### src/rtl/pwm_cfg_loader.sv
// Loads a latched PWM configuration snapshot into the register file over
// its byte bus, then optionally verifies it and enables the counter.
// While a load runs the host bus is stalled and its accesses are dropped.
// Ports: clk/rst; start + cfg_* snapshot inputs; busy/done/error status;
// host_* side of the bus; read/write/addr/data_write/data_read to regfile.
module pwm_cfg_loader #(
  parameter bit VERIFY_EN   = 1'b1,
  parameter bit AUTO_ENABLE = 1'b1
) (
  input  logic        clk,
  input  logic        rst,
  input  logic        start,
  input  logic [15:0] cfg_period,
  input  logic [15:0] cfg_compare1,
  input  logic [15:0] cfg_compare2,
  input  logic [7:0]  cfg_prescale,
  input  logic [7:0]  cfg_functions,
  input  logic        cfg_upnotdown,
  output logic        busy,
  output logic        done,
  output logic        error,
  input  logic        host_read,
  input  logic        host_write,
  input  logic [5:0]  host_addr,
  input  logic [7:0]  host_data_write,
  output logic [7:0]  host_data_read,
  output logic        host_stall,
  output logic        read,
  output logic        write,
  output logic [5:0]  addr,
  output logic [7:0]  data_write,
  input  logic [7:0]  data_read
);

  typedef enum logic [2:0] {IDLE, WR_CFG, VERIFY, ENABLE, FIN} state_t;

  state_t      state;
  logic [3:0]  step;
  logic [3:0]  step_nxt;
  logic [15:0] snap_period, snap_cmp1, snap_cmp2;
  logic [7:0]  snap_prescale, snap_functions;
  logic        snap_upnotdown;
  logic        seq_read, seq_write;
  logic [5:0]  seq_addr;
  logic [7:0]  seq_data;
  logic [13:0] cfg_wr_nxt;
  logic [5:0]  vr_addr_nxt;
  logic [7:0]  vr_exp;
  logic        mismatch;

  assign step_nxt = step + 4'd1;

  // Bus outputs are registered, so each transition loads the access for
  // the step being entered; these tables are indexed by that next step.
  always_comb begin
    cfg_wr_nxt = '0;
    unique case (step_nxt)
      4'd1:    cfg_wr_nxt = {6'h0C, 8'h00};
      4'd2:    cfg_wr_nxt = {6'h00, snap_period[7:0]};
      4'd3:    cfg_wr_nxt = {6'h01, snap_period[15:8]};
      4'd4:    cfg_wr_nxt = {6'h03, snap_cmp1[7:0]};
      4'd5:    cfg_wr_nxt = {6'h04, snap_cmp1[15:8]};
      4'd6:    cfg_wr_nxt = {6'h05, snap_cmp2[7:0]};
      4'd7:    cfg_wr_nxt = {6'h06, snap_cmp2[15:8]};
      4'd8:    cfg_wr_nxt = {6'h0A, snap_prescale};
      4'd9:    cfg_wr_nxt = {6'h0B, 7'b0, snap_upnotdown};
      4'd10:   cfg_wr_nxt = {6'h0D, snap_functions};
      4'd11:   cfg_wr_nxt = {6'h07, 8'h01};
      default: cfg_wr_nxt = '0;
    endcase
  end

  always_comb begin
    vr_addr_nxt = '0;
    unique case (step_nxt)
      4'd1:    vr_addr_nxt = 6'h01;
      4'd2:    vr_addr_nxt = 6'h03;
      4'd3:    vr_addr_nxt = 6'h04;
      4'd4:    vr_addr_nxt = 6'h05;
      4'd5:    vr_addr_nxt = 6'h06;
      4'd6:    vr_addr_nxt = 6'h0A;
      4'd7:    vr_addr_nxt = 6'h0B;
      4'd8:    vr_addr_nxt = 6'h0D;
      default: vr_addr_nxt = 6'h00;
    endcase
  end

  always_comb begin
    vr_exp = '0;
    unique case (seq_addr)
      6'h00:   vr_exp = snap_period[7:0];
      6'h01:   vr_exp = snap_period[15:8];
      6'h03:   vr_exp = snap_cmp1[7:0];
      6'h04:   vr_exp = snap_cmp1[15:8];
      6'h05:   vr_exp = snap_cmp2[7:0];
      6'h06:   vr_exp = snap_cmp2[15:8];
      6'h0A:   vr_exp = snap_prescale;
      6'h0B:   vr_exp = {7'b0, snap_upnotdown};
      6'h0D:   vr_exp = snap_functions;
      default: vr_exp = '0;
    endcase
  end

  assign mismatch = (data_read != vr_exp);

  always_ff @(posedge clk) begin
    if (rst) begin
      state          <= IDLE;
      step           <= '0;
      busy           <= 1'b0;
      done           <= 1'b0;
      error          <= 1'b0;
      snap_period    <= '0;
      snap_cmp1      <= '0;
      snap_cmp2      <= '0;
      snap_prescale  <= '0;
      snap_functions <= '0;
      snap_upnotdown <= 1'b0;
      seq_read       <= 1'b0;
      seq_write      <= 1'b0;
      seq_addr       <= '0;
      seq_data       <= '0;
    end else begin
      done <= 1'b0;
      unique case (state)
        IDLE: begin
          if (start) begin
            snap_period    <= cfg_period;
            snap_cmp1      <= cfg_compare1;
            snap_cmp2      <= cfg_compare2;
            snap_prescale  <= cfg_prescale;
            snap_functions <= cfg_functions;
            snap_upnotdown <= cfg_upnotdown;
            error          <= 1'b0;
            busy           <= 1'b1;
            step           <= '0;
            state          <= WR_CFG;
            seq_read       <= 1'b0;
            seq_write      <= 1'b1;
            seq_addr       <= 6'h02;
            seq_data       <= 8'h00;
          end
        end
        WR_CFG: begin
          if (step == 4'd11) begin
            step <= '0;
            if (VERIFY_EN) begin
              state     <= VERIFY;
              seq_read  <= 1'b1;
              seq_write <= 1'b0;
              seq_addr  <= 6'h00;
              seq_data  <= '0;
            end else if (AUTO_ENABLE) begin
              state     <= ENABLE;
              seq_addr  <= 6'h0C;
              seq_data  <= 8'h01;
            end else begin
              state     <= FIN;
              done      <= 1'b1;
              seq_read  <= 1'b0;
              seq_write <= 1'b0;
              seq_addr  <= '0;
              seq_data  <= '0;
            end
          end else begin
            step                 <= step_nxt;
            {seq_addr, seq_data} <= cfg_wr_nxt;
          end
        end
        VERIFY: begin
          if (mismatch) error <= 1'b1;
          if (step == 4'd8) begin
            step <= '0;
            // error is not yet updated for the final read, so fold it in here
            if (AUTO_ENABLE && !error && !mismatch) begin
              state     <= ENABLE;
              seq_read  <= 1'b0;
              seq_write <= 1'b1;
              seq_addr  <= 6'h0C;
              seq_data  <= 8'h01;
            end else begin
              state     <= FIN;
              done      <= 1'b1;
              seq_read  <= 1'b0;
              seq_write <= 1'b0;
              seq_addr  <= '0;
              seq_data  <= '0;
            end
          end else begin
            step     <= step_nxt;
            seq_addr <= vr_addr_nxt;
          end
        end
        ENABLE: begin
          if (step == 4'd0) begin
            step     <= 4'd1;
            seq_addr <= 6'h02;
            seq_data <= 8'h01;
          end else begin
            step      <= '0;
            state     <= FIN;
            done      <= 1'b1;
            seq_read  <= 1'b0;
            seq_write <= 1'b0;
            seq_addr  <= '0;
            seq_data  <= '0;
          end
        end
        FIN: begin
          busy  <= 1'b0;
          state <= IDLE;
        end
        default: state <= IDLE;
      endcase
    end
  end

  assign read           = busy ? seq_read  : host_read;
  assign write          = busy ? seq_write : host_write;
  assign addr           = busy ? seq_addr  : host_addr;
  assign data_write     = busy ? seq_data  : host_data_write;
  assign host_data_read = busy ? 8'h00     : data_read;
  assign host_stall     = busy & (host_read | host_write);

endmodule
### config.mk
export PLATFORM = sky130hd
export DESIGN_NAME = pwm_cfg_loader
export DESIGN_NICKNAME = d
export VERILOG_FILES = /design/src/rtl/pwm_cfg_loader.sv
export SDC_FILE = /design/constraint.sdc
export NUM_CORES = 1
export LEC_CHECK = 0
export CAP_MARGIN = 15
export CORE_ASPECT_RATIO = 2
export CORE_MARGIN = 2
export CORE_UTILIZATION = 55
export DETAILED_ROUTE_END_ITERATION = 8
export PLACE_DENSITY = 0.93
export SKIP_LAST_GASP = 1
export SLEW_MARGIN = 0
export SYNTH_ARGS = -nofsm -noshare
export SYNTH_HDL_FRONTEND = slang
export SYNTH_SLANG_ARGS = --single-unit
### constraint.sdc
create_clock -name clk -period 5.3 [get_ports clk]
set_clock_uncertainty 0.05 [all_clocks]
set_input_delay 1.06 -clock clk [delete_from_list [all_inputs] [get_ports clk]]
set_output_delay 1.06 -clock clk [all_outputs]
set_load 0.01 [all_outputs]
======== Word-level counts from Yosys, hierarchy flattened ========
Memory sizes are Yosys's and may differ from the RTL's.
Index checks and enable logic that the tools add are counted.
cells by class
  $add $sub $neg .......................... 1
  equal/unequal tests ..................... 31
  mux-type cells .......................... 47
  bitwise logic cells ..................... 2
  reduce and logical (&&, ||, !) cells .... 16
operators by type and width
  cell                                                  number
  case mux 12 bit (11 select lines)                     1
  case mux 8 bit (9 select lines)                       1
  2-to-1 mux 8 bit                                      5
  case mux 8 bit (4 select lines)                       1
  equality test 4 bit (second input constant)           6
  2-to-1 mux 6 bit                                      4
  case mux 6 bit (4 select lines)                       1
  equality test 6 x 3 -> 1 bit (second input constant)  3
  equality test 6 x 4 -> 1 bit (second input constant)  3
  2-to-1 mux 1 bit                                      17
  equality test 4 x 3 -> 1 bit (second input constant)  4
  2-to-1 mux 4 bit                                      4
  case mux 4 bit (4 select lines)                       1
  2-to-1 mux 3 bit                                      5
  case mux 3 bit (4 select lines)                       1
  != test 2 bit (second input constant)                 5
  equality test 4 x 2 -> 1 bit (second input constant)  2
  != test 8 bit                                         1
  case mux 1 bit (4 select lines)                       2
  equality test 3 x 2 -> 1 bit (second input constant)  2
  equality test 6 x 1 -> 1 bit (second input constant)  1
  equality test 6 x 2 -> 1 bit (second input constant)  1
  zero test 6 bit                                       1
  case mux 1 bit (2 select lines)                       3
  other kinds (17)                                      22
word-level totals
  flip-flop bits (word level) ............. 91
  bits in read-only memories .............. 64
  input port bits ......................... 92
  memories kept ........................... 1
memory list
  memory            depth  width  rd ports  clocked after memory_dff  wr ports  RTL line  RTL
  (name not given)  16     4      1         0                         0         75        unique case (step_nxt)

======== Logic depth before layout (Yosys ltp) ========
Gate-level depths: netlist of run 1.
  depth in word-level cells ............... 8
  gate-level depth with buffers ........... 10

======== Worst setup path before layout of run 1 ========
OpenSTA, ideal clock, no wires.
  kind .................................... reg-to-output
  start point ............................. reg busy
  end point ............................... out addr[3]
  arrival ................................. 1.387 ns
  setup slack ............................. 2.803 ns
  stages on the path, launching flop included .. 4
  buffers on the path ..................... 2
  cell sequence ........................... dfxtp_1 -> clkbuf_1 -> clkbuf_1 -> mux2_2
on the way
  word-level cells in the longest chain between the ends .. 1
ends and longest elaborated chain
  item                    RTL line  RTL
  from (decl)             19        output logic busy,
  from (signal assigned)  110       busy <= 1'b0;
  from (signal assigned)  135       busy <= 1'b1;
  from (signal assigned)  210       busy <= 1'b0;
  2-to-1 mux 6 bit        220       assign addr = busy ? seq_addr : host_addr;
  to (decl)               30        output logic [5:0] addr,
Every way passes these cells.

======== Final worst setup path of run 1 ========
  start point ............................. in data_read[5]
  end point ............................... out host_data_read[5]
on the way
  word-level cells in the longest chain between the ends .. 1
ends and longest elaborated chain
  item              RTL line  RTL
  from (decl)       32        input logic [7:0] data_read
  2-to-1 mux 8 bit  222       assign host_data_read = busy ? 8'h00 : data_read;
  to (decl)         26        output logic [7:0] host_data_read,
Every way passes these cells.

==> results of run 1 <==
-- worst min-delay path, stage by stage (launching register included) --
cell and delay, ns:
dfxtp_1 0.31, nand2_1 0.05, a21oi_1 0.05
-- state kept, by name (all words and copies together) (netlist names), 3 cells and up --
name	count
seq_addr	4
seq_data	8
snap_cmp1	16
snap_cmp2	16
snap_functions	8
snap_period	16
snap_prescale	8
state	3
step	4
-- layout by cell type, fill, tap and decap left out, types with 8 or more instances in the layout --
cell type	netlist	routed
a21oi_1	90	90
a22oi_1	12	12
buf_4	0	12
clkbuf_16	0	9
clkdlybuf4s50_1	0	118
dfxtp_1	89	89
inv_1	8	8
mux2_2	17	17
mux2i_1	14	14
nand2_1	167	167
nand3_1	20	20
nand3b_1	14	14
nor2_1	27	27
nor2b_1	16	16
nor3_1	11	11
o21ai_0	14	14
-- layout make-up --
| cell class | count | area, um^2 | area share (%) |
|---|---|---|---|
| multi-input combinational | 538 | 3227 | 47.95 |
| sequential | 89 | 1782 | 26.47 |
| timing repair buffer | 131 | 1276 | 18.96 |
| clock buffer | 9 | 225.2 | 3.346 |
| tap | 104 | 130.1 | 1.933 |
| clock inverter | 7 | 60.06 | 0.8924 |
| inverter | 8 | 30.03 | 0.4462 |
-- metrics by stage --
step                      hold slack, ns  power (W)
after floorplan                   0.3785   0.001752
after global placement            0.3882   0.002099
after detailed placement          0.3973   0.002141
after CTS                         0.4066   0.002753
after global routing              0.4379   0.002928
final                             0.4031   0.002773
-- per-layer routing --
layer | routed length (um) | share of wire [%]
met3 | 953 | 5.4
met2 | 9582 | 54
met4 | 1256 | 7.1
met5 | 0 | 0
met1 | 5950 | 34
-- logic make-up after synthesis --
family,Yosys count,synth area share (%)
xor+xnor,12,2.120
compound gates,184,22.96
buf+inv,68,6.123
flops,89,33.54
mux,31,6.241
simple gates,306,27.84
fa+ha+maj,5,1.178
-- how the worst min path moves through the flow --
stage | from | to | slack [ns]
global route | snap_cmp1[8] | snap_cmp1[8] | 0.44
floorplan | seq_data[3] | seq_data[3] | 0.38
global placement | seq_read | seq_read | 0.39
finish | seq_data[7] | seq_data[7] | 0.40
CTS | seq_data[7] | seq_data[7] | 0.41
detailed placement | seq_data[7] | seq_data[7] | 0.40
-- report_power, final --
| group | leakage, nW | internal, W | switching, W |
|---|---|---|---|
| combinational | 1.54 | 0.000484 | 0.000715 |
| clock | 0.136 | 0.000327 | 0.000290 |
| sequential | 0.729 | 0.000796 | 0.000162 |
==> metrics, run 1 <==
Synthesis Warnings=0; RR Endpoint=seq_write; PortBufs=119; largest net degree at the start of global routing=67; I/O pins=120; initial DRC count=466; CP dominant cell by count=clkdlybuf4s50_1; wire length per cell=20.02 um; crit path cell chain=clkdlybuf4s50_1 -> nor2b_1 -> clkdlybuf4s50_1; ant diodes=0; critical path peak fanout=2; post-place setup slack=1.892 ns; reg2reg start=seq_addr[2]; hold depth=2; Pleak=2.401 nW; Worst Max-Slew Pin Slew=1.058 ns; sequential share of the synthesized area=33.54%; fin cells=approximately 900; Worst Path Arrival=around 2.3 ns; final setup vio count=0; maximum vdd drop=approximately 0.25 mV; busiest layer in global routing=met2; GRT Total Usage=34.31%; Hold WC Path Type=reg2reg; slew margin rel.=between 20 and 30%; H-tree levels=3; placed cell area=6445 um^2; GRT Residual Overflow=0; final non-filler cell area=6730 um^2; initial antenna violation count=0; met1 usage=36.46%; sum of buffers and inverters on the critical path=2; total vias in the final route=5694; Site Rows=50; Final Max Tran Viols=0; DR DRC count=0; Worst path depth=3; Synth Instances=695; Post-synth top flop=dfxtp_1; Nets=around 900; Clock Tree Root=clkbuf_16; fin crit period=3.415 ns; final setup margin=1.885 ns; fmax=slightly below 300 MHz; Max-Cap Viols=0; met3 Usage GRT=under 10%; Initial Util=56.61%; end of the critical path=host_data_read[5]; chip width=73.50 um; Slowest Stage Delay on Critical Path=0.56 ns; Clk pin slew, worst setup/hold paths=0.06 ns; status=finished, final reports clean; Synth async-reset ratio=0%; top cells by count, synth=167 x nand2_1, 90 x a21oi_1, 89 x dfxtp_1; layout cells sized above 1=8.824%; total CTS buffers=9; Cell Area, Synth=5313 um^2; CP delay by family, top=buffers and inverters; DRT Pass-1 Iters=6; GPL Wtd Cong=0.9193; startpoint types=input port; DR vias/cell=about 6.4; Placed Instances=870; number of gates resized after CTS=0; Power Density=412.0 nW/um^2; hpwl dp=12.98 mm; fill count=774; cells on worst reg2reg path=8; RSZ-0062 raised after global routing=no; vias in the first global route=5475; Yosys top cell area share=between 30% and 40%; Worst setup EP type=primary output; slowest CP cell=clkdlybuf4s50_1; die area=10510 um^2; Critical Path RT=4.19 ns; Core Util, Final=71.72%; crit path launch=data_read[5]; final hold violation count=0; # hold bufs at CTS=0; Clock Latency Late Sink=0.35 ns; P&R area growth vs syn=26.68%; final WL=17.74 mm; met2 Track Usage GR=60.48%; postcts setup bufs=0; critical setup path kind=in2out; r2r setup slk=2.34 ns; clk buf depth=2; antenna-violating nets left=0; Final Cycle Share=~64%; global-route wire length before repair=27.53 mm; setup TNS=0 ns; cell with the most instances after synthesis=nand2_1; clock sink count=89; Mean Syn Cell Area=roughly 7.6 um^2; Die Y=roughly 140 um; library cells used by synthesis=67; Yosys reg bits=89; CTS tree=built; EDFF count, synth=0; top post-synthesis cells by area=dfxtp_1 34%, nand2_1 12%, a21oi_1 8.5%, mux2_2 3.6%, clkbuf_1 3.0%; Synth area leader=dfxtp_1; Core Area=roughly 9400 um^2; syn nets=792
(Power assumes the default switching activity.)
==> inputs of run 2 (changes only) <==
CORE_UTILIZATION = 51   (was 55)
PLACE_DENSITY = 0.88   (was 0.93)
clock period = 3.48 ns   (was 5.3 ns; I/O delays follow)
==> metrics, run 2 (synthesized netlist as in run 1, its figures left out) <==
die area=11300 um^2 (was 10510 um^2); fin crit period=3.065 ns; Clock Latency Late Sink=0.34 ns (was 0.35 ns); global-route wire length before repair=28.97 mm (was 27.53 mm); Clock Tree Root=clkbuf_16 (unchanged); hpwl dp=13.86 mm (was 12.98 mm); Hold WC Path Type=reg2reg (unchanged); Power Density=642.2 nW/um^2 (was 412.0 nW/um^2); GRT Residual Overflow=0 (unchanged); Hold Crit Start=seq_read (was seq_data[7]); Pleak=2.466 nW (was 2.401 nW); initial DRC count=495 (was 466); critical setup path kind=reg2reg (was in2out); crit path launch=seq_addr[1] (was data_read[5]); most frequent cells in the layout=167 x nand2_1, 118 x clkdlybuf4s50_1, 90 x a21oi_1 (unchanged); total vias in the final route=5703 (was 5694); Final Hold Slack=0.4130 ns (was 0.4031 ns); r2r setup slk=0.41 ns (was 2.34 ns); clock sink count=89 (unchanged); CP dominant cell by count=a2111oi_4 (was clkdlybuf4s50_1); Die Y=148.3 um (was 143.0 um); postcts setup bufs=0 (unchanged); cells on worst reg2reg path=7 (was 8); final hold violation count=0 (unchanged); ant diodes=0 (unchanged); PortBufs=119 (unchanged); Nets=882 (was 874); I/O pins=120 (unchanged); GPL Wtd Cong=0.9873 (was 0.9193); clk buf depth=2 (unchanged); fill count=863 (was 774); Final Cycle Share=88.08%; Worst setup EP type=flip-flop (was primary output); end of the critical path=state[1] (was host_data_read[5]); Max-Cap Viols=0 (unchanged); P&R area growth vs syn=29.09% (was 26.68%); maximum vdd drop=0.3612 mV (was 0.2545 mV); startpoint types=flip-flop (was input port); DR DRC count=0 (unchanged); RR Endpoint=state[1] (was seq_write); antenna-violating nets left=0 (unchanged); DR vias/cell=6.165 (was 6.427); vias in the first global route=5679 (was 5475); GRT Total Usage=32.91% (was 34.31%); top flop regs=snap_cmp1 (16), snap_cmp2 (16), snap_period (16) (unchanged); Critical Path RT=3.68 ns (was 4.19 ns); layout cells sized above 1=9.367% (was 8.824%); Clk pin slew, worst setup/hold paths=0.07 ns (was 0.06 ns); final WL=18.52 mm (was 17.74 mm); Core Area=10150 um^2 (was 9384 um^2); status=finished, final reports clean (unchanged); wire length per cell=20.02 um (about the same); number of gates resized after CTS=0 (unchanged); total CTS buffers=9 (unchanged); H-tree levels=3 (unchanged); Worst Path Arrival=3.26 ns (was 2.30 ns); Slowest Stage Delay on Critical Path=1.01 ns (was 0.56 ns); most common cell after layout, fill and taps aside=nand2_1 (unchanged); critical path peak fanout=29 (was 2); fmax=about 330 MHz; DRT Pass-1 Iters=7 (was 6); slowest CP cell=dfxtp_1 (was clkdlybuf4s50_1); largest net degree at the start of global routing=66 (was 67); # hold bufs at CTS=0 (unchanged); Final Max Tran Viols=0 (unchanged); Site Rows=52 (was 50); slew margin rel.=30.44% (was 29.40%); Initial Util=52.34% (was 56.61%); CTS tree=built (unchanged); initial antenna violation count=0 (unchanged); final setup vio count=0 (unchanged); crit path cell chain=mux2i_1 -> o32ai_1 -> a2111oi_4 -> xnor2_1 -> a2111oi_4 -> nand4_2 -> o41ai_2 (was clkdlybuf4s50_1 -> nor2b_1 -> clkdlybuf4s50_1); Worst Max-Slew Pin Slew=1.042 ns (was 1.058 ns); chip width=76.17 um (was 73.50 um); reg2reg start=seq_addr[1] (was seq_addr[2]); RSZ-0062 raised after global routing=no (unchanged); setup TNS=0 ns (unchanged)
==> run 2: cell count changes in the layout (fill, tap and decap cells not counted), sizes merged <==
cell,before,now
clkbuf,9,11
clkinvlp,2,0
buf,13,21
inv,12,10
bufinv,0,2
==> run 2: how the worst min path moves through the flow <==
stage             endpoint  cells after the start  slack (ns)
2_1_floorplan  seq_data[3]                      2        0.38
3_3_place_gp     seq_write                      2        0.40
3_5_place_dp      seq_read                      2        0.41
4_1_cts           seq_read                      2        0.42
5_1_grt           seq_read                      2        0.43
6_report          seq_read                      2        0.41
==> run 2: final cells by class <==
class / count / area (um^2) / area share (%)
multi-input combinational: 538 / 3212 / 46.83
sequential: 89 / 1782 / 25.98
timing repair buffer: 139 / 1336 / 19.49
clock buffer: 11 / 242.7 / 3.540
tap: 135 / 168.9 / 2.463
clock inverter: 5 / 86.33 / 1.259
inverter: 8 / 30.03 / 0.4379
==> run 2: worst max-delay path: cells and delay by family, from the launching register on <==
kind             cells  cell delay [ns]
AO/OA/AOI/OAI        4             1.23
XOR/XNOR             1             0.19
flip-flops           1             1.01
multiplexers         1             0.29
AND/OR/NAND/NOR      1             0.20
==> run 2: through the flow <==
stage	worst slack (ns)	utilization [%]	std cells	area (um^2)	total power [W]
after detailed placement	0.4919	64.32	909	6529	0.003310
after CTS	0.4549	67.57	925	6858	0.004377
final	0.4150	67.57	925	6858	0.004404
after floorplan	1.219	-	695	5313	0.002668
after global routing	0.2797	67.57	925	6858	0.004626
after global placement	0.6189	64.32	909	6529	0.003258
==> run 2: power breakdown <==
group          switching, W  total [W]  leakage (nW)  internal, W
clock network      0.000411    0.00107         0.161     0.000655
registers          0.000303    0.00152         0.729      0.00121
logic               0.00106    0.00182          1.58     0.000761
==> run 2: metal layers <==
| metal | track usage, % | part of all wire [%] |
|---|---|---|
| met1 | 32.48 | 34 |
| met2 | 59.02 | 52 |
| met3 | 6.068 | 5.5 |
| met4 | 27.55 | 8.6 |
| met5 | 0 | 0 |
